### src/rtl/if_fetch_unit.sv
// Instruction-fetch stage: owns the PC, fetches over a req/ack port with at most one
// request in flight, and presents Addr/Ins/valid to the IF/ID register.
module if_fetch_unit #(
  parameter logic [31:0] RESET_PC = 32'h0000_0000,
  parameter int unsigned PC_STEP  = 4
) (
  input  logic        clkIn,
  input  logic        resetn,
  output logic        imem_req,
  output logic [31:0] imem_addr,
  input  logic        imem_ack,
  input  logic [31:0] imem_rdata,
  input  logic        stallIn,
  input  logic        redirectIn,
  input  logic [31:0] redirectAddr,
  output logic [31:0] AddrOut,
  output logic [31:0] InsOut,
  output logic        validOut,
  output logic [1:0]  dbg_state_o
);

  // Handshake: a request is live while imem_req=1; it completes in the first cycle
  // that imem_ack=1 with imem_req=1. imem_addr is held for the whole request and a
  // request is never withdrawn, so a redirect during a wait drains it first.
  typedef enum logic [1:0] {
    ST_FETCH = 2'd0,
    ST_HOLD  = 2'd1,
    ST_DRAIN = 2'd2
  } state_t;

  state_t      state_q, state_d;
  logic [31:0] pc_q, pc_d;
  logic [31:0] redir_q, redir_d;
  logic [31:0] addr_q, addr_d;
  logic [31:0] ins_q, ins_d;
  logic        valid_q, valid_d;
  logic [31:0] hold_addr_q, hold_addr_d;
  logic [31:0] hold_ins_q, hold_ins_d;

  logic        ack_seen;
  logic [31:0] target;
  logic [31:0] pc_inc;

  assign imem_req    = resetn && (state_q != ST_HOLD);
  assign imem_addr   = pc_q;
  assign ack_seen    = imem_req && imem_ack;
  assign target      = redirectAddr & ~32'h0000_0003;
  assign pc_inc      = pc_q + 32'(PC_STEP);
  assign AddrOut     = addr_q;
  assign InsOut      = ins_q;
  assign validOut    = valid_q;
  assign dbg_state_o = state_q;

  always_comb begin
    state_d     = state_q;
    pc_d        = pc_q;
    redir_d     = redir_q;
    addr_d      = addr_q;
    ins_d       = ins_q;
    valid_d     = valid_q;
    hold_addr_d = hold_addr_q;
    hold_ins_d  = hold_ins_q;

    if (redirectIn) begin
      // Flush beats stall in every state.
      addr_d      = '0;
      ins_d       = '0;
      valid_d     = 1'b0;
      hold_addr_d = '0;
      hold_ins_d  = '0;
    end

    case (state_q)
      ST_FETCH: begin
        if (redirectIn) begin
          if (ack_seen) begin
            pc_d = target;
          end else begin
            redir_d = target;
            state_d = ST_DRAIN;
          end
        end else if (ack_seen) begin
          pc_d = pc_inc;
          if (!stallIn) begin
            addr_d  = pc_q;
            ins_d   = imem_rdata;
            valid_d = 1'b1;
          end else begin
            hold_addr_d = pc_q;
            hold_ins_d  = imem_rdata;
            state_d     = ST_HOLD;
          end
        end else if (!stallIn) begin
          addr_d  = '0;
          ins_d   = '0;
          valid_d = 1'b0;
        end
      end
      ST_HOLD: begin
        if (redirectIn) begin
          pc_d    = target;
          state_d = ST_FETCH;
        end else if (!stallIn) begin
          addr_d  = hold_addr_q;
          ins_d   = hold_ins_q;
          valid_d = 1'b1;
          state_d = ST_FETCH;
        end
      end
      ST_DRAIN: begin
        // The drained word is dropped; the newest pending target wins.
        if (redirectIn) begin
          redir_d = target;
          if (ack_seen) begin
            pc_d    = target;
            state_d = ST_FETCH;
          end
        end else if (ack_seen) begin
          pc_d    = redir_q;
          state_d = ST_FETCH;
        end
      end
      default: state_d = ST_FETCH;
    endcase
  end

  always_ff @(posedge clkIn) begin
    if (!resetn) begin
      state_q     <= ST_FETCH;
      pc_q        <= RESET_PC;
      redir_q     <= '0;
      addr_q      <= '0;
      ins_q       <= '0;
      valid_q     <= 1'b0;
      hold_addr_q <= '0;
      hold_ins_q  <= '0;
    end else begin
      state_q     <= state_d;
      pc_q        <= pc_d;
      redir_q     <= redir_d;
      addr_q      <= addr_d;
      ins_q       <= ins_d;
      valid_q     <= valid_d;
      hold_addr_q <= hold_addr_d;
      hold_ins_q  <= hold_ins_d;
    end
  end

endmodule

### config.mk
export PLATFORM = sky130hd
export DESIGN_NAME = if_fetch_unit
export DESIGN_NICKNAME = d
export VERILOG_FILES = /design/src/rtl/if_fetch_unit.sv
export SDC_FILE = /design/constraint.sdc
export NUM_CORES = 1
export LEC_CHECK = 0
export BUFFER_PORTS_ARGS = -buffer_cell sky130_fd_sc_hd__buf_2
export CAP_MARGIN = 20
export CORE_AREA = 2 2 123 184
export DETAILED_ROUTE_END_ITERATION = 7
export DIE_AREA = 0 0 125 186
export PLACE_DENSITY = 0.63
export SYNTH_ARGS = -nofsm -noshare
export SYNTH_HDL_FRONTEND = slang
export SYNTH_SLANG_ARGS = --single-unit
### constraint.sdc
create_clock -name clkIn -period 3.9 [get_ports clkIn]
set_input_delay 0.78 -clock clkIn [delete_from_list [all_inputs] [get_ports clkIn]]
set_output_delay 0.78 -clock clkIn [all_outputs]
set_load 0.1 [all_outputs]
==> results by stage <==
Floorplanning:
- The initial core utilization is 44.4%.
- The die covers 23300 sq um.
- The I/O pin count is 169.
- The floorplan has between 60 and 70 rows.
- The area of the core is 21600 sq um.
- The die outline width is 125 um.
- In this run the vertical extent of the chip is approximately 190 um.

Synth:
- In this run, synthesis inferred 0 flip-flops with an integrated enable.
- Of the synthesized area, sequential elements account for 40.2%.
- The most instantiated flip-flop cell in the synthesis netlist is sky130_fd_sc_hd__dfxtp_1.
- After synthesis the cells add up to 9610 sq um.
- The number of warnings reported in the yosys synthesis log is 0.
- Synthesis produced a netlist with a net count of ~1300.
- The number of library cell types mapped by synthesis is 84.
- The share of synthesized area in the top cell type comes to 40.2%.
- In this run, synthesis produced a sequential element count of 193.
- Counting every instance in the synthesized netlist gives ~1200.
- The most common cell in the synthesized netlist is sky130_fd_sc_hd__nand2_1.
- The fraction of registers with async set/reset is 0%.
- In the post-synthesis netlist, the biggest area contributors are sky130_fd_sc_hd__dfxtp_1 (40%), sky130_fd_sc_hd__nand2_1 (11%), sky130_fd_sc_hd__a21oi_1 (7.7%), sky130_fd_sc_hd__a221oi_1 (5.0%), sky130_fd_sc_hd__mux2i_1 (3.9%).
- The average cell area after synthesis is 7.97 sq um.
- In the synthesized netlist, the cells that appear most often are sky130_fd_sc_hd__nand2_1 (269), sky130_fd_sc_hd__dfxtp_1 (193), sky130_fd_sc_hd__a21oi_1 (147), sky130_fd_sc_hd__clkbuf_1 (73), sky130_fd_sc_hd__a221oi_1 (55).
- The library cell with the largest summed area after synthesis is sky130_fd_sc_hd__dfxtp_1.

Flow run:
- The number of maximum-capacitance violations is 0.

Worst hold path:
- The worst hold path endpoint is AddrOut[31]$_SDFF_PN0_.
- The worst hold-check path type is flip-flop to flip-flop.
- The cell count of the worst hold path is 2.
- The startpoint of the most critical hold path is AddrOut[31]$_SDFF_PN0_.

Worst setup path:
- The top fanout value on the critical path is 43.
- The required time reported for the critical path endpoint is ~3.1 ns.
- The worst setup path startpoint is dbg_state_o[1]$_SDFFE_PN0P_.
- The delay of the slowest cell on the worst path is 0.44 ns.
- At the worst endpoint, the arrival time is 2.10 ns.
- Across all register-to-register paths, the minimum setup slack is 1.07 ns.
- The critical path in this run is classified as flip-flop to output pin.
- Traced cell by cell, the critical path runs through inv_1 > ha_1 > buf_4 > nor2b_2 > buf_2.
- In this run the critical register-to-register path is captured at imem_addr[22]$_SDFFE_PN0P_.
- The worst setup path is launched from a flip-flop.
- The cell with the largest stage delay on the worst path is sky130_fd_sc_hd__buf_2.
- The start of the worst register-to-register path is dbg_state_o[0]$_SDFFE_PN0P_.
- Measured in cells, the most critical reg-to-reg path has a length of 8.
- STA classifies the critical path endpoint as an output pin.

Clocking:
- The clock net in this run drives a total of 193 sinks.
- The cell sitting at the root of the clock tree is a sky130_fd_sc_hd__clkbuf_16.
- In this run the number of H-tree levels came out at 4.
- The cts-stage hold buffer count is 0.
- Buffers added to address setup during post-CTS repair amount to 0.
- The clock passes through at most 2 buffers.
- The number of buffers created by CTS is 17.
- The later pin in the worst-skew pair is clocked with a latency of about 0.44 ns.
- TritonCTS built the clock tree.
- The clock transition at the registers of the reported paths is 0.07 ns.
- The number of cells upsized or downsized after cts is 0.

GRT:
- The largest net degree at the start of global routing is between 60 and 70.
- The total global routing overflow is 0.
- The first global-routing pass estimated around 47 mm of wire.
- The number of antenna violations at the first check in global routing is 0.
- Global routing consumed, over all layers together, 25.2% of the routing resources.
- The number of global-route vias before repair is 8681.

Timing:
- Measured against its own limit, the worst slew margin works out to 16.2%.
- Setup repair after global routing left no endpoint under its margin.
- Setup violations remaining at the end of the flow were counted as 0.
- The number of hold violations in the final report came to 0.
- Hold timing on the final database bottoms out at a slack of 0.448 ns.
- The worst path in the final design needs a cycle of slightly below 3 ns, including I/O delays and setup.
- The count of pins over their slew limit is 0.
- The actual transition at the worst max-transition pin is between 1 and 1.5 ns.
- For this run, the top clock speed supported by timing is around 350 MHz.
- The final period utilization is 73.9%.
- Adding up every negative setup slack in the final design gives 0 ns.
- The clock arrives with 0.0154 ns of skew.

Power and ir drop:
- The worst IR drop on VDD is 0.316 mV.
- Power spread over the standard cell area amounts to roughly 520 nW/um^2.
- In this run the static leakage power is 0.00422 uW.
- Overall power consumption after layout is estimated at 5730 uW.

Route:
- The count of nets left with antenna violations once routing finished came out at 0.
- The average wire per cell in the routed design is 19.0 um.
- The number of iterations in the first detailed-routing pass is 7.
- The count of routing violations after the opening detailed-route iteration is ~890.
- The DRC violations left is 0.
- The routed via count is around 9500.
- After detailed routing, the total wire length is 30.1 mm.
- The mean number of vias per cell is roughly 6.0.

Final layout:
- The net total in the final layout is 1377.
- Relative to the synthesized area, the layout overhead comes to 15.9%.
- The repair_antennas step left the layout with diodes totalling 0.
- The share of cells above drive strength 1 is 20.2%.
- The area occupied by multi-input gates is roughly 5200 sq um.
- The finished cells cover 11100 sq um.
- The flip-flop and latch area is 3860 sq um.
- Fill cells in the final layout number 2148.

Placement:
- The cell area after placement is 10600 sq um.
- The final estimated routing congestion in global placement is 0.905.
- The number of port buffers is 166.
- Once detailed placement completed, the half-perimeter wirelength came to ~20 mm.

Outcome:
- The flow ran to the end, and the final reports show no timing, DRC or antenna violations.
routing by layer:
metal / routed length, um / vias up / global-route usage (%)
met5: 0 / - / 0
met4: 1100 / 0 / 12.4
li1: - / 4535 / -
met2: 14800 / 394 / 42.4
met1: 12200 / 4463 / 31.6
met3: 1950 / 68 / 3.65
registers in the layout (all words and copies together), names as in the netlist:
| register | count |
|---|---|
| AddrOut | 32 |
| InsOut | 32 |
| dbg_state_o | 2 |
| hold_addr_q | 32 |
| hold_ins_q | 32 |
| imem_addr | 32 |
| redir_q | 30 |
| validOut | 1 |
cells in the final DEF, fill, tap and decap left out, types with 23 or more instances in the layout:
cell type / count
sky130_fd_sc_hd__dfxtp_1: 193
sky130_fd_sc_hd__mux2i_1: 37
sky130_fd_sc_hd__nor2_1: 37
sky130_fd_sc_hd__o21ai_0: 54
sky130_fd_sc_hd__a22oi_1: 23
sky130_fd_sc_hd__nand2_1: 267
sky130_fd_sc_hd__nor2b_1: 32
sky130_fd_sc_hd__a221oi_1: 55
sky130_fd_sc_hd__a21oi_1: 146
sky130_fd_sc_hd__buf_4: 26
sky130_fd_sc_hd__buf_2: 166
cell type report:
type	count	share of cell area (%)
inverters	15	0.506
well taps	272	3.06
flip-flops and latches	193	34.7
repair buffers	195	9.76
clock buffers	19	3.89
multi-input cells	880	46.9
clock inverters	13	1.21
power breakdown:
part           internal, uW  total [uW]  switching (uW)
registers              2110        2280             173
clock network           945        1720             771
logic                   408        1740            1330
total                  3460        5730            2270
how the worst max path moves through the flow:
stage | slack [ns] | endpoint | depth (start not counted)
after global placement | 0.83 | imem_addr[31]$_SDFFE_PN0P_ | 6
after global routing | 0.83 | imem_addr[22]$_SDFFE_PN0P_ | 8
after floorplan | 0.34 | imem_req | 6
after detailed placement | 0.84 | AddrOut[26]$_SDFF_PN0_ | 6
final | 1.02 | imem_req | 5
after CTS | 1.01 | imem_req | 5
cells by family after synthesis:
logic type / share of synthesized area, %
compound gates: 27.0
xor+xnor: 0.182
fa+ha+maj: 0.781
buf+inv: 6.11
flops: 40.2
mux: 4.21
simple gates: 21.5
critical path, delay by kind of cell, from the launching register on:
family                     cells  cell delay (ns)
adders and majority gates      1             0.22
buffers and inverters          3             0.85
DFF                            1             0.39
and+or+nand+nor                1             0.20
metrics by stage:
stage | std cells | utilization, % | setup slack [ns]
final | 1587 | 51.4 | 1.02
after global routing | 1587 | 51.4 | 0.833
after CTS | 1587 | 51.4 | 1.01
after detailed placement | 1555 | 48.8 | 0.838
after global placement | 1555 | 48.8 | 0.833
after floorplan | 1205 | - | 0.338
No activity file was read; power rests on OpenSTA's default activity.
